$ cat config.mk
export PLATFORM = sky130hd
export DESIGN_NAME = pc_branch_ctrl
export DESIGN_NICKNAME = d
export VERILOG_FILES = /design/src/rtl/pc_ctrl_pkg.sv /design/src/rtl/br_target_calc.sv /design/src/rtl/pc_branch_ctrl.sv
export SDC_FILE = /design/constraint.sdc
export NUM_CORES = 1
export LEC_CHECK = 0
export CAP_MARGIN = 20
export CORE_MARGIN = 5
export CORE_UTILIZATION = 25
export DETAILED_ROUTE_END_ITERATION = 7
export PLACE_DENSITY_LB_ADDON = 0.25
export SLEW_MARGIN = 20
export SYNTH_ARGS = -nofsm -noshare
export SYNTH_HDL_FRONTEND = slang
export SYNTH_SLANG_ARGS = --single-unit
$ cat constraint.sdc
create_clock -name clk -period 2 [get_ports clk]
set_input_delay 0.4 -clock clk [delete_from_list [all_inputs] [get_ports clk]]
set_output_delay 0.4 -clock clk [all_outputs]
set_load 0.1 [all_outputs]
$ cat src/rtl/pc_ctrl_pkg.sv
`default_nettype none
// ============================================================================
// Module      : pc_ctrl_pkg
// Description : Shared constants and state encodings for the PC/branch control
// Revision    : 1.0 - initial release
// ============================================================================
package pc_ctrl_pkg;

    localparam int PC_STEP     = 4;
    localparam int IMM_W       = 16;
    localparam int JIDX_W      = 26;
    localparam int FLUSH_CNT_W = 3;

    typedef logic [1:0] state_t;

    localparam logic [1:0] BOOT  = 2'd0;
    localparam logic [1:0] FETCH = 2'd1;
    localparam logic [1:0] FLUSH = 2'd2;

endpackage
`default_nettype wire

$ cat src/rtl/br_target_calc.sv
`default_nettype none
// ============================================================================
// Module      : br_target_calc
// Description : Combinational branch and jump target computation
// Revision    : 1.0 - initial release
// ============================================================================
module br_target_calc
    import pc_ctrl_pkg::*;
(
    input  logic [31:0]       br_pc_i,
    input  logic [IMM_W-1:0]  br_imm_i,
    input  logic [JIDX_W-1:0] jmp_idx_i,
    output logic [31:0]       btgt,
    output logic [31:0]       jtgt
);

    logic [31:0] w_pc_plus4;
    logic [31:0] w_imm_off;

    assign w_pc_plus4 = br_pc_i + 32'(PC_STEP);
    // Word offset: sign-extend the immediate and scale to bytes.
    assign w_imm_off  = {{(32-IMM_W-2){br_imm_i[IMM_W-1]}}, br_imm_i, 2'b00};
    assign btgt       = w_pc_plus4 + w_imm_off;
    assign jtgt       = {w_pc_plus4[31:28], jmp_idx_i, 2'b00};

endmodule
`default_nettype wire

$ cat src/rtl/pc_branch_ctrl.sv
`default_nettype none
// ============================================================================
// Module      : pc_branch_ctrl
// Description : Program counter owner, branch/jump redirect and flush sequencer
// Revision    : 1.0 - initial release
// ============================================================================
module pc_branch_ctrl
    import pc_ctrl_pkg::*;
#(
    parameter logic [31:0] RESET_PC     = 32'h0000_0000,
    parameter int unsigned FLUSH_CYCLES = 2,
    parameter int unsigned CNT_W        = 16
) (
    input  logic              clk,
    input  logic              rst,
    input  logic              stall_i,
    input  logic              imem_ready_i,
    input  logic              br_valid_i,
    input  logic              br_taken_i,
    input  logic [31:0]       br_pc_i,
    input  logic [IMM_W-1:0]  br_imm_i,
    input  logic              jmp_valid_i,
    input  logic [JIDX_W-1:0] jmp_idx_i,
    output logic [31:0]       pc_o,
    output logic              pc_valid_o,
    output logic              flush_o,
    output logic              redirect_o,
    output logic [CNT_W-1:0]  redirect_cnt_o
);

    localparam logic [FLUSH_CNT_W-1:0] c_flush_init = FLUSH_CNT_W'(FLUSH_CYCLES);

    state_t                 r_state;
    logic [31:0]            r_pc;
    logic                   r_pc_valid;
    logic                   r_flush;
    logic                   r_redirect;
    logic [CNT_W-1:0]       r_cnt;
    logic [FLUSH_CNT_W-1:0] r_fcnt;

    logic [31:0] w_btgt;
    logic [31:0] w_jtgt;
    logic        w_br_take;
    logic        w_redirect;
    logic [31:0] w_target;
    logic [31:0] w_seq;

    br_target_calc u_tgt (
        .br_pc_i   (br_pc_i),
        .br_imm_i  (br_imm_i),
        .jmp_idx_i (jmp_idx_i),
        .btgt      (w_btgt),
        .jtgt      (w_jtgt)
    );

    // A taken branch outranks a simultaneous jump.
    assign w_br_take  = br_valid_i & br_taken_i;
    assign w_redirect = w_br_take | jmp_valid_i;
    assign w_target   = w_br_take ? w_btgt : w_jtgt;
    assign w_seq      = r_pc + 32'(PC_STEP);

    always_ff @(posedge clk or posedge rst) begin
        if (rst) begin
            r_state    <= BOOT;
            r_pc       <= RESET_PC;
            r_pc_valid <= 1'b0;
            r_flush    <= 1'b0;
            r_redirect <= 1'b0;
            r_cnt      <= '0;
            r_fcnt     <= '0;
        end else begin
            case (r_state)
                BOOT: begin
                    r_state    <= FETCH;
                    r_pc_valid <= 1'b1;
                end
                FETCH: begin
                    r_redirect <= 1'b0;
                    if (w_redirect) begin
                        r_pc       <= w_target;
                        r_redirect <= 1'b1;
                        r_flush    <= 1'b1;
                        r_pc_valid <= 1'b0;
                        r_fcnt     <= c_flush_init;
                        r_state    <= FLUSH;
                        if (r_cnt != {CNT_W{1'b1}}) begin
                            r_cnt <= r_cnt + CNT_W'(1);
                        end
                    end else if (!stall_i && imem_ready_i) begin
                        r_pc <= w_seq;
                    end
                end
                FLUSH: begin
                    // EX holds only bubbles here, so all requests are ignored.
                    r_redirect <= 1'b0;
                    if (r_fcnt == FLUSH_CNT_W'(1)) begin
                        r_state    <= FETCH;
                        r_flush    <= 1'b0;
                        r_pc_valid <= 1'b1;
                    end else begin
                        r_fcnt <= r_fcnt - FLUSH_CNT_W'(1);
                    end
                end
                default: begin
                    r_state    <= BOOT;
                    r_pc_valid <= 1'b0;
                    r_flush    <= 1'b0;
                    r_redirect <= 1'b0;
                end
            endcase
        end
    end

    assign pc_o           = r_pc;
    assign pc_valid_o     = r_pc_valid;
    assign flush_o        = r_flush;
    assign redirect_o     = r_redirect;
    assign redirect_cnt_o = r_cnt;

endmodule
`default_nettype wire

==> flow_metrics.py <==
metrics = {
    "routing": {
        "wirelength_mm": 21.0,
        "first_pass_iters": 8,
        "drtIter0Drc": 415,
        "ant_nets": 0,
        "viasPerCell": 4.83,
        "vias": 6356,
        "drc_errors": 0,
        "wire_per_inst_um": 16.0,
    },
    "cts": {
        "h-tree-depth": 2,
        "numCtsBuffers": 5,
        "path_clk_slew_ns": 0.08,
        "clk_latency_ns": 0.30,
        "clockRootBuffer": "clkbuf_16",
        "cts.path.max_buffers": 2,
        "hold_buffers": 0,
        "clkSinkCount": 55,
        "cts_tree": "yes",
    },
    "floorplanning": {
        "dieArea_mm2": 0.0250,
        "start_util_pct": 25.2,
        "rows": 54,
        "die_w_um": 158,
        "die_h_um": 158,
        "fp.coreArea_mm2": 0.0218,
        "ios": 132,
    },
    "critical_path": {
        "slowest_delay_ns": 0.43,
        "reg2regPathDepth": 10,
        "crit_fanout": 5,
        "cp.required_ns": 2.19,
        "cp.depth": 15,
        "critPathTopFamily": "simple AND/OR/NAND/NOR gates",
        "cp_slowest_cell": "or3_4",
        "path_buf_inv": 2,
        "cp-start-kind": "input port",
        "worstSetupPathType": "input port to flip-flop",
        "crit_chain": "buf_8 -> nand3_4 -> or3_4 -> nor2_4 -> xor2_1 -> ha_1 -> nand4_1 -> buf_4 -> nor4_4 -> nor3_4 -> or3_4 -> a21oi_4 -> nand4_1 -> mux2i_1 -> o22a_1",
        "cp.arrival_ns": 3.17,
        "worstSetupEndpointType": "flip-flop",
    },
    "timing": {
        "finalWorstSetupSlack_ns": -0.977,
        "finalCritPeriodShare_pct": 149,
        "tightest_slew_ns": 0.411,
        "maxSlewViolCount": 0,
        "skew_ns": 0.00674,
        "rsz0062_at_grt": "yes",
        "fmax_ghz": 0.336,
        "min_period_ns": 2.98,
        "hold_viol_final": 0,
        "finalSetupViolCount": 26,
        "maxSlewHeadroom_pct": 72.5,
    },
    "synth": {
        "synth_area_leader_cell": "dfrtp_1",
        "syn_inst": 687,
        "synth_edf_count": 0,
        "ys_seq_area_share_pct": 25.1,
        "synth_async_sr_flop_share_pct": 100,
        "synth_area_mm2": 0.00549,
        "synth_top_area_share_pct": 25.1,
        "synth_ff_type": "dfrtp_1",
        "synth_nets": 808,
        "ys_ff_latch": 55,
        "ys_top_cells_by_area": "dfrtp_1 (25%), ha_1 (8.9%), xnor2_1 (7.2%)",
        "synth_area_per_cell_um2": 7.99,
        "yosysWarningCount": 0,
        "synthDistinctLibCells": 74,
    },
    "layout": {
        "diodes": 0,
        "fin_nets": 1155,
        "fin_cells": 1315,
        "area_growth_pct": 79.5,
        "drive_gt1_share_pct": 42.5,
    },
    "power": {
        "power_w": 0.0110,
        "peakVddDrop_mv": 0.616,
        "clockPowerShare_pct": 10.4,
        "p_int_w": 0.00526,
        "p_seq_share_pct": 17.3,
        "switching_share_pct": 52.4,
        "switching_power_w": 0.00579,
        "combPwrFrac_pct": 72.3,
        "p_per_area_mw_per_mm2": 1120,
        "leakage_nw": 4.46,
    },
    "grt": {
        "overflow": 0,
        "antenna_found_initial": 0,
        "grt_pass1_wl_mm": 33.4,
        "grt_pass1_vias": 6481,
        "grtUsageTotal_pct": 16.5,
        "grt_start_max_net_pins": 34,
    },
    "min_path": {
        "worstHoldPathType": "input port to async pin",
    },
    "place": {
        "hpwl_mm": 17.0,
        "numPortBuffers": 131,
        "dp_cells": 1275,
        "place_congestion": 0.856,
    },
    "outcome": {
        "violations": "negative setup slack",
        "status": "complete, but fails checks",
    },
    "flow_run": {
        "cap_violations": 0,
    },
}
-- registers in the layout (all words and copies together), names as in the netlist --
name,flops
redirect_o,1
pc_o,32
redirect_cnt_o,16
r_state,1
flush_o,1
pc_valid_o,1
r_fcnt,3
-- cells in the mapped netlist (all sizes together), types with 3 or more instances --
master,instances
nand2,75
a21oi,57
nor2,56
dfrtp,55
xnor2,46
o21ai,43
ha,39
nand3,28
nand4,26
a21o,25
xor2,23
clkbuf,22
and3,21
inv,17
nor3,17
a31oi,12
and2,10
a211oi,9
and4,7
nor4,7
buf,6
nor2b,6
or3,6
o211ai,5
o21a,5
a32oi,4
mux2i,4
nand2b,4
o221ai,4
o22ai,4
o31ai,4
a222oi,3
a22o,3
a22oi,3
o21bai,3
-- metal layers --
layer	vias to the layer above	routed length, um	GRT usage, %
met3	26	841	1.69
met5	-	0	0
met2	145	10100	28.6
met1	2961	9780	22.3
li1	3224	-	-
met4	0	335	3.66
-- layout make-up --
| cell class | count | area (um2) |
|---|---|---|
| flip-flops and latches | 55 | 1400 |
| clock buffers | 5 | 125 |
| multi-input cells | 587 | 4480 |
| clock inverters | 3 | 67.6 |
| inverters | 17 | 63.8 |
| well taps | 280 | 350 |
| fillers | 2188 | 11900 |
| repair buffers | 368 | 3370 |
-- power by group through the flow --
stage	Clock (W)	Sequential [W]	Combinational, W
floorplan	0	0.00473	0.00181
global placement	0	0.00191	0.00776
detailed placement	0	0.00192	0.00777
CTS	0.00117	0.00190	0.00792
global route	0.00121	0.00197	0.00840
finish	0.00115	0.00191	0.00799
-- what timing repair did --
action | in CTS | in global routing
gates resized for setup | 115 | 26
buffers inserted | 28 | 6
pin swaps | 80 | 23
endpoints found under the setup margin | 28 | 27
-- stage by stage --
step / utilization (%) / setup slack, ns / setup TNS (ns) / instance area [um2] / hold slack (ns)
3_5_place_dp: 41.6 / -1.86 / -41.18 / 9060 / 0.472
3_3_place_gp: 41.6 / -1.77 / -39.69 / 9060 / 0.466
2_1_floorplan: - / -1.09 / -18.26 / 5780 / 0.452
6_report: 45.3 / -0.977 / -17.66 / 9860 / 0.413
4_1_cts: 44.6 / -0.936 / -17.84 / 9700 / 0.432
5_1_grt: 45.3 / -1.14 / -21.63 / 9860 / 0.465
-- worst paths after layout --
kind	start	endpoint	slack (ns)
max in group asynchronous	rst	pc_o[22]	0.99
worst min register to register	redirect_cnt_o[11]	redirect_cnt_o[11]	0.48
worst max-delay path	br_pc_i[8]	pc_o[29]	-0.98
min in group clk	redirect_cnt_o[11]	redirect_cnt_o[11]	0.48
worst min-delay path	rst	pc_o[4]	0.41
worst max register to register	pc_o[3]	pc_o[22]	-0.08
-- cells in the final DEF, fill, tap and decap left out, types with 24 or more instances in the layout --
master and count:
a21o_1 25, a21oi_1 39, buf_12 29, buf_4 249, clkdlybuf4s50_1 58, dfrtp_1 34
ha_1 32, nand2_1 63, nand4_1 26, nor2_1 49, o21ai_0 24, xnor2_1 33
-- cell families (layout without fill, tap and decap cells) --
kind of cell             Yosys count  count (layout)  share of synthesized area (%)
flip-flops                        55              55                           25.1
buffers and inverters             45             393                           3.17
adder cells (fa/ha/maj)           40              40                           9.25
AO/OA/AOI/OAI                    203             203                           25.0
AND/OR/NAND/NOR                  270             270                           25.4
multiplexers                       5               5                          0.934
XOR/XNOR                          69              69                           11.1
Note: power is estimated with default switching activity, not from simulation.
